$ cat src/rtl/ex_stage_pkg.sv
// Shared definitions for the execute stage: ALU opcodes, multiply/divide FSM
// state encodings and stall-bus constants.
package ex_stage_pkg;

   localparam int DATA_W_DEF      = 16;
   localparam int ADDR_W_DEF      = 4;
   localparam int OP_W_DEF        = 5;
   localparam int STALL_W_DEF     = 6;
   localparam int STALL_EXMEM_BIT = 3;

   localparam logic StallReq   = 1'b1;
   localparam logic NoStallReq = 1'b0;
   localparam logic Stop       = 1'b1;

   typedef enum logic [4:0] {
      ALU_NOP  = 5'd0,
      ALU_ADD  = 5'd1,
      ALU_SUB  = 5'd2,
      ALU_AND  = 5'd3,
      ALU_OR   = 5'd4,
      ALU_XOR  = 5'd5,
      ALU_NOT  = 5'd6,
      ALU_SLL  = 5'd7,
      ALU_SRL  = 5'd8,
      ALU_SRA  = 5'd9,
      ALU_SLT  = 5'd10,
      ALU_SLTU = 5'd11,
      ALU_MOVE = 5'd12,
      ALU_MUL  = 5'd13,
      ALU_DIV  = 5'd14,
      ALU_DIVU = 5'd15
   } alu_op_e;

   typedef enum logic [1:0] {
      MD_IDLE = 2'd0,
      MD_BUSY = 2'd1,
      MD_DONE = 2'd2
   } md_state_e;

   function automatic logic is_muldiv(input logic [4:0] op);
      return (op == ALU_MUL) || (op == ALU_DIV) || (op == ALU_DIVU);
   endfunction

endpackage

$ cat src/rtl/ex_muldiv.sv
// Iterative multiply / divide engine (shift-add multiply, restoring divide)
// with IDLE/BUSY/DONE control. Present only when EX_MULDIV_EN is defined.
`ifdef EX_MULDIV_EN
module ex_muldiv
   import ex_stage_pkg::*;
#(
   parameter int DATA_W = DATA_W_DEF
) (
   input  logic              clk,
   input  logic              rst,
   input  logic              start_i,
   input  logic [4:0]        op_i,
   input  logic [DATA_W-1:0] a_i,
   input  logic [DATA_W-1:0] b_i,
   input  logic              stall_hold_i,
   output logic              busy_o,
   output logic              done_o,
   output logic [DATA_W-1:0] result_o
);

   localparam int CNT_W = $clog2(DATA_W + 1);

   md_state_e         state_q;
   logic [CNT_W-1:0]  cnt_q;
   logic [DATA_W-1:0] acc_q;    // partial product, or running remainder
   logic [DATA_W-1:0] shreg_q;  // multiplier, or dividend shifting into quotient
   logic [DATA_W-1:0] opnd_q;   // multiplicand, or divisor magnitude
   logic              mul_q;
   logic              neg_q;
   logic              dz_q;

   logic              sdiv;
   logic [DATA_W-1:0] a_mag;
   logic [DATA_W-1:0] b_mag;
   logic [DATA_W:0]   rem_shift;
   logic [DATA_W:0]   diff;

   always_comb begin
      sdiv      = (op_i == ALU_DIV);
      a_mag     = (sdiv && a_i[DATA_W-1]) ? -a_i : a_i;
      b_mag     = (sdiv && b_i[DATA_W-1]) ? -b_i : b_i;
      rem_shift = {acc_q, shreg_q[DATA_W-1]};
      diff      = rem_shift - {1'b0, opnd_q};
   end

   always_ff @(posedge clk or negedge rst) begin
      if (!rst) begin
         state_q <= MD_IDLE;
         cnt_q   <= '0;
         acc_q   <= '0;
         shreg_q <= '0;
         opnd_q  <= '0;
         mul_q   <= 1'b0;
         neg_q   <= 1'b0;
         dz_q    <= 1'b0;
      end else begin
         case (state_q)
            MD_IDLE: begin
               if (start_i) begin
                  mul_q   <= (op_i == ALU_MUL);
                  acc_q   <= '0;
                  cnt_q   <= CNT_W'(DATA_W);
                  state_q <= MD_BUSY;
                  if (op_i == ALU_MUL) begin
                     shreg_q <= b_i;
                     opnd_q  <= a_i;
                     neg_q   <= 1'b0;
                     dz_q    <= 1'b0;
                  end else begin
                     shreg_q <= a_mag;
                     opnd_q  <= b_mag;
                     neg_q   <= sdiv && (a_i[DATA_W-1] ^ b_i[DATA_W-1]);
                     dz_q    <= (b_i == '0);
                  end
               end
            end
            MD_BUSY: begin
               if (mul_q) begin
                  acc_q   <= acc_q + (shreg_q[0] ? opnd_q : '0);
                  opnd_q  <= opnd_q << 1;
                  shreg_q <= shreg_q >> 1;
               end else if (!diff[DATA_W]) begin
                  acc_q   <= diff[DATA_W-1:0];
                  shreg_q <= {shreg_q[DATA_W-2:0], 1'b1};
               end else begin
                  acc_q   <= rem_shift[DATA_W-1:0];
                  shreg_q <= {shreg_q[DATA_W-2:0], 1'b0};
               end
               cnt_q <= cnt_q - CNT_W'(1);
               if (cnt_q == CNT_W'(1)) state_q <= MD_DONE;
            end
            MD_DONE: begin
               // id_ex still holds this instruction while EX/MEM is stopped
               if (stall_hold_i != Stop) state_q <= MD_IDLE;
            end
            default: state_q <= MD_IDLE;
         endcase
      end
   end

   assign busy_o   = (state_q == MD_BUSY);
   assign done_o   = (state_q == MD_DONE);
   assign result_o = dz_q  ? '1 :
                     mul_q ? acc_q :
                     neg_q ? -shreg_q : shreg_q;

endmodule
`endif

$ cat src/rtl/ex_stage.sv
// Execute stage: combinational ALU plus output muxing; MUL/DIV/DIVU use the
// iterative ex_muldiv engine when EX_MULDIV_EN is defined, else yield 0.
module ex_stage
   import ex_stage_pkg::*;
#(
   parameter int DATA_W  = DATA_W_DEF,
   parameter int ADDR_W  = ADDR_W_DEF,
   parameter int OP_W    = OP_W_DEF,
   parameter int STALL_W = STALL_W_DEF
) (
   input  logic               clk,
   input  logic               rst,
   input  logic [STALL_W-1:0] stall,
   input  logic [OP_W-1:0]    aluOp_i,
   input  logic [DATA_W-1:0]  operand1_i,
   input  logic [DATA_W-1:0]  operand2_i,
   input  logic               wReg_i,
   input  logic [ADDR_W-1:0]  wRegAddr_i,
   output logic               wReg_o,
   output logic [ADDR_W-1:0]  wRegAddr_o,
   output logic [DATA_W-1:0]  wData_o,
   output logic               stallreq_o
);

   logic [DATA_W-1:0] alu_res;
   logic [3:0]        shamt;
   logic              is_md;
   logic              stall_req;
   logic [DATA_W-1:0] wdata;

   assign is_md = is_muldiv(5'(aluOp_i));
   // shift amount 0 encodes a shift by 8
   assign shamt = (operand2_i[3:0] == 4'd0) ? 4'd8 : operand2_i[3:0];

   always_comb begin
      alu_res = '0;
      case (aluOp_i)
         OP_W'(ALU_ADD):  alu_res = operand1_i + operand2_i;
         OP_W'(ALU_SUB):  alu_res = operand1_i - operand2_i;
         OP_W'(ALU_AND):  alu_res = operand1_i & operand2_i;
         OP_W'(ALU_OR):   alu_res = operand1_i | operand2_i;
         OP_W'(ALU_XOR):  alu_res = operand1_i ^ operand2_i;
         OP_W'(ALU_NOT):  alu_res = ~operand1_i;
         OP_W'(ALU_SLL):  alu_res = operand1_i << shamt;
         OP_W'(ALU_SRL):  alu_res = operand1_i >> shamt;
         OP_W'(ALU_SRA):  alu_res = $signed(operand1_i) >>> shamt;
         OP_W'(ALU_SLT):  alu_res = DATA_W'($signed(operand1_i) < $signed(operand2_i));
         OP_W'(ALU_SLTU): alu_res = DATA_W'(operand1_i < operand2_i);
         OP_W'(ALU_MOVE): alu_res = operand1_i;
         default:         alu_res = '0;
      endcase
   end

`ifdef EX_MULDIV_EN
   logic              md_busy;
   logic              md_done;
   logic [DATA_W-1:0] md_result;
   logic              unused_ok;

   ex_muldiv #(
      .DATA_W(DATA_W)
   ) u_muldiv (
      .clk          (clk),
      .rst          (rst),
      .start_i      (is_md),
      .op_i         (5'(aluOp_i)),
      .a_i          (operand1_i),
      .b_i          (operand2_i),
      .stall_hold_i (stall[STALL_EXMEM_BIT]),
      .busy_o       (md_busy),
      .done_o       (md_done),
      .result_o     (md_result)
   );

   // start cycle (IDLE with a mul/div op) and every BUSY cycle request a stall
   assign stall_req = ((is_md && !md_busy && !md_done) || md_busy) ? StallReq : NoStallReq;
   assign wdata     = md_done ? md_result : (is_md ? '0 : alu_res);
   assign unused_ok = ^(stall & ~(STALL_W'(1) << STALL_EXMEM_BIT));
`else
   logic unused_ok;

   assign stall_req = NoStallReq;
   assign wdata     = is_md ? '0 : alu_res;
   assign unused_ok = ^{clk, stall};
`endif

   assign stallreq_o = rst & stall_req;
   assign wReg_o     = rst & wReg_i & ~stall_req;
   assign wRegAddr_o = rst ? wRegAddr_i : '0;
   assign wData_o    = rst ? wdata : '0;

endmodule

$ cat config.mk
export PLATFORM = sky130hd
export DESIGN_NAME = ex_stage
export DESIGN_NICKNAME = d
export VERILOG_FILES = /design/src/rtl/ex_stage_pkg.sv /design/src/rtl/ex_muldiv.sv /design/src/rtl/ex_stage.sv
export SDC_FILE = /design/constraint.sdc
export NUM_CORES = 1
export LEC_CHECK = 0
export BUFFER_PORTS_ARGS = -buffer_cell sky130_fd_sc_hd__buf_2
export CAP_MARGIN = 20
export CORE_AREA = 2 2 105 86
export DETAILED_ROUTE_END_ITERATION = 6
export DIE_AREA = 0 0 107 88
export PLACE_DENSITY = 0.76
export SYNTH_ARGS = -nofsm -noshare
export SYNTH_HDL_FRONTEND = slang
export SYNTH_SLANG_ARGS = --single-unit
$ cat constraint.sdc
create_clock -name vclk -period 4.3
set_input_delay 0.86 -clock vclk [all_inputs]
set_output_delay 0.86 -clock vclk [all_outputs]
set_load 0.03 [all_outputs]
==> results.md <==
- Ports: 72
- Largest net degree at the start of global routing: 45
- Hold Path Class: input port to output pin
- Starting density of the core: 53.8%
- Hold Path End: wRegAddr_o[3]
- Area leader, netlist: ha_1
- DRC viols: 0
- Cells along the critical path: buf_2, inv_1, ha_1, inv_1, fa_1, a21oi_2, o221ai_2, a31oi_1, buf_4, o221ai_1, a2111o_1, a31oi_4, buf_6
- Top cell type's share of synthesized area: 14.7%
- All-Layer GR Usage: 38.3%
- Final setup fails: 0
- Number of global-route vias before repair: 5241
- DRT Wirelength: 18600 um
- Core Util, Final: 64.5%
- Peak Freq: 0.238 GHz
- Max VDD drop: 0.0804 mV
- Sequential cell area: 0 um^2
- Startpoint Class: input port
- Dpl ws: -0.104 ns
- Post-layout min period: 4.21 ns
- Layout cell share with drive strength beyond 1: 22.2%
- CTS Hold Bufs: 0
- First DRT Iteration DRCs: 681
- Synthesis warning total: 0
- P&R area growth vs syn: 20.0%
- Post-synthesis cell type count: 69
- WP buf/inv: 5
- # port buffers: 64
- Critical path type: input port to output pin
- Largest delay contributor family on the critical path: compound AO/OA/AOI/OAI gates
- Min-Delay Path Depth: 3
- Final ANT Viol Nets: 0
- DIE AREA: 9420 um^2
- # nets final: 877
- TritonRoute pass-1 iters: 7
- Worst-margin pin slew: 0.772 ns
- CP peak stage delay: 0.46 ns
- Post-Syn Nets: 798
- Fin Setup TNS: 0 ns
- Sequential share of the synthesized area: 0%
- Setup WS post-layout: 0.0921 ns
- Power Density: 117 nW/um^2
- DIE HEIGHT: 88 um
- Post-Synthesis Cell Area: 4500 um^2
- Placement Rows: 30
- Initial antenna violation count: 0
- Min-delay src: wRegAddr_i[3]
- Sequential cell count: 0
- Tcrit/Tclk final: 97.9%
- Routability cong.: 1.02
- Core area: 8370 um^2
- Hold Vio Cnt, Final: 0
- Fill cells: 759
- CP Capture Type: output pin
- Vias/cell: 6.73
- Via count: 5932
- Post-layout total power: 634 uW
- Top post-synthesis cells by area: ha_1 (15%), mux2i_1 (7.8%), a21oi_1 (6.3%), nor2_1 (6.3%), nand2_1 (5.5%)
- Max_cap viols: 0
- Post-synthesis cell count: 693
- Worst path required time: 3.44 ns
- Leak pwr: 2.38 nW
- Status: complete, no violations
- DP Wirelength: 14500 um
- Average wire per standard cell: 21.1 um
- Total global routing overflow: 0
- Mapped Avg Cell Area: 6.50 um^2
- CP dominant cell by count: inv_1
- Fin. max-slew vios: 0
- # diodes: 0
- Slowest-stage cell, CP: a2111o_1
- Worst rel slew slack: 48.3%
- DIE WIDTH: 107 um
- CP arrival: 3.35 ns
- Crit Path Max Fanout: 2
- First-pass GRT wire length: 28200 um
- Clock buffer count: 0
==> worst max-delay path by stage <==
stage	cells past startpoint	endpoint	slack, ns	startpoint
global placement	10	wData_o[13]	-0.03	operand2_i[0]
global route	11	wData_o[15]	-0.06	operand1_i[11]
CTS	13	wData_o[0]	0.002	operand1_i[0]
finish	13	wData_o[0]	0.09	operand1_i[0]
floorplan	12	wData_o[0]	-0.07	operand2_i[2]
detailed placement	10	wData_o[13]	-0.10	operand2_i[0]
==> power by group <==
part	internal [mW]	total, mW	switching (mW)
sequential	0	0	0
combinational	0.248	0.634	0.385
clock	0	0	0
==> cells in the mapped netlist (7+ instances only) <==
| library cell | number |
|---|---|
| mux4_2 | 7 |
| ha_1 | 53 |
| o22ai_1 | 11 |
| nor2b_1 | 9 |
| nor4_1 | 7 |
| a211oi_1 | 14 |
| xnor2_1 | 8 |
| o221ai_1 | 8 |
| nor2_1 | 75 |
| o211ai_1 | 12 |
| nand3_1 | 13 |
| nand2_1 | 66 |
| mux2i_1 | 35 |
| a21oi_1 | 57 |
| clkbuf_1 | 40 |
| a31oi_1 | 17 |
| nor3_1 | 14 |
| buf_2 | 14 |
| and2_1 | 13 |
| o21ai_0 | 40 |
| a221oi_1 | 8 |
| a22oi_1 | 11 |
| inv_1 | 43 |
==> layout by cell type (no fill, tap or decap), drive strengths merged, types with 6 or more instances in the layout <==
cell type / instances
and2: 13
o21ai: 46
o21a: 6
nor2b: 9
o221ai: 8
o22ai: 11
nor2: 75
mux4: 7
a22oi: 11
nand2: 66
a21oi: 58
a221oi: 8
mux2i: 35
mux2: 7
nor4: 7
o211ai: 12
nand2b: 6
nor3: 15
nand3: 13
a211oi: 14
xnor2: 8
buf: 136
inv: 45
a31oi: 17
ha: 53
==> stage by stage <==
stage | hold WS, ns | cells | area [um^2]
after floorplan | 1.94 | 693 | 4560
after global placement | 2.08 | 882 | 5330
after detailed placement | 2.08 | 882 | 5330
after CTS | 2.08 | 882 | 5350
after global routing | 2.10 | 882 | 5400
final | 2.07 | 882 | 5400
==> per-layer routing <==
metal  part of all wire, %  vias to the layer above  track usage, %  wire length (um)
met3                    13                       63            8.71              2400
li1                      -                     2719               -                 -
met1                    41                     2711            51.7              7660
met5                     0                        -               0                 0
met4                   3.9                        0            12.6               728
met2                    42                      439            60.6              7820
==> final cells by class <==
cell class	count	area (um^2)	share of cell area, %
tap	112	140	2.59
multi-input combinational	589	4200	77.8
inverter	45	169	3.13
timing repair buffer	136	892	16.5
==> kinds of logic after synthesis <==
logic type | Yosys count | share of synthesized area, %
AO/OA/AOI/OAI | 242 | 35.8
AND/OR/NAND/NOR | 231 | 24.0
buffers and inverters | 104 | 9.31
adder cells (fa/ha/maj) | 55 | 15.6
multiplexers | 49 | 13.0
XOR/XNOR | 11 | 2.14
other | 1 | 0.0833
==> repair_timing <==
item                                    4_1_cts  5_1_grt
gates resized for setup                       3       12
buffers inserted                              0        0
endpoints found under the setup margin        3        6
Power figures use the tool's default switching activity.
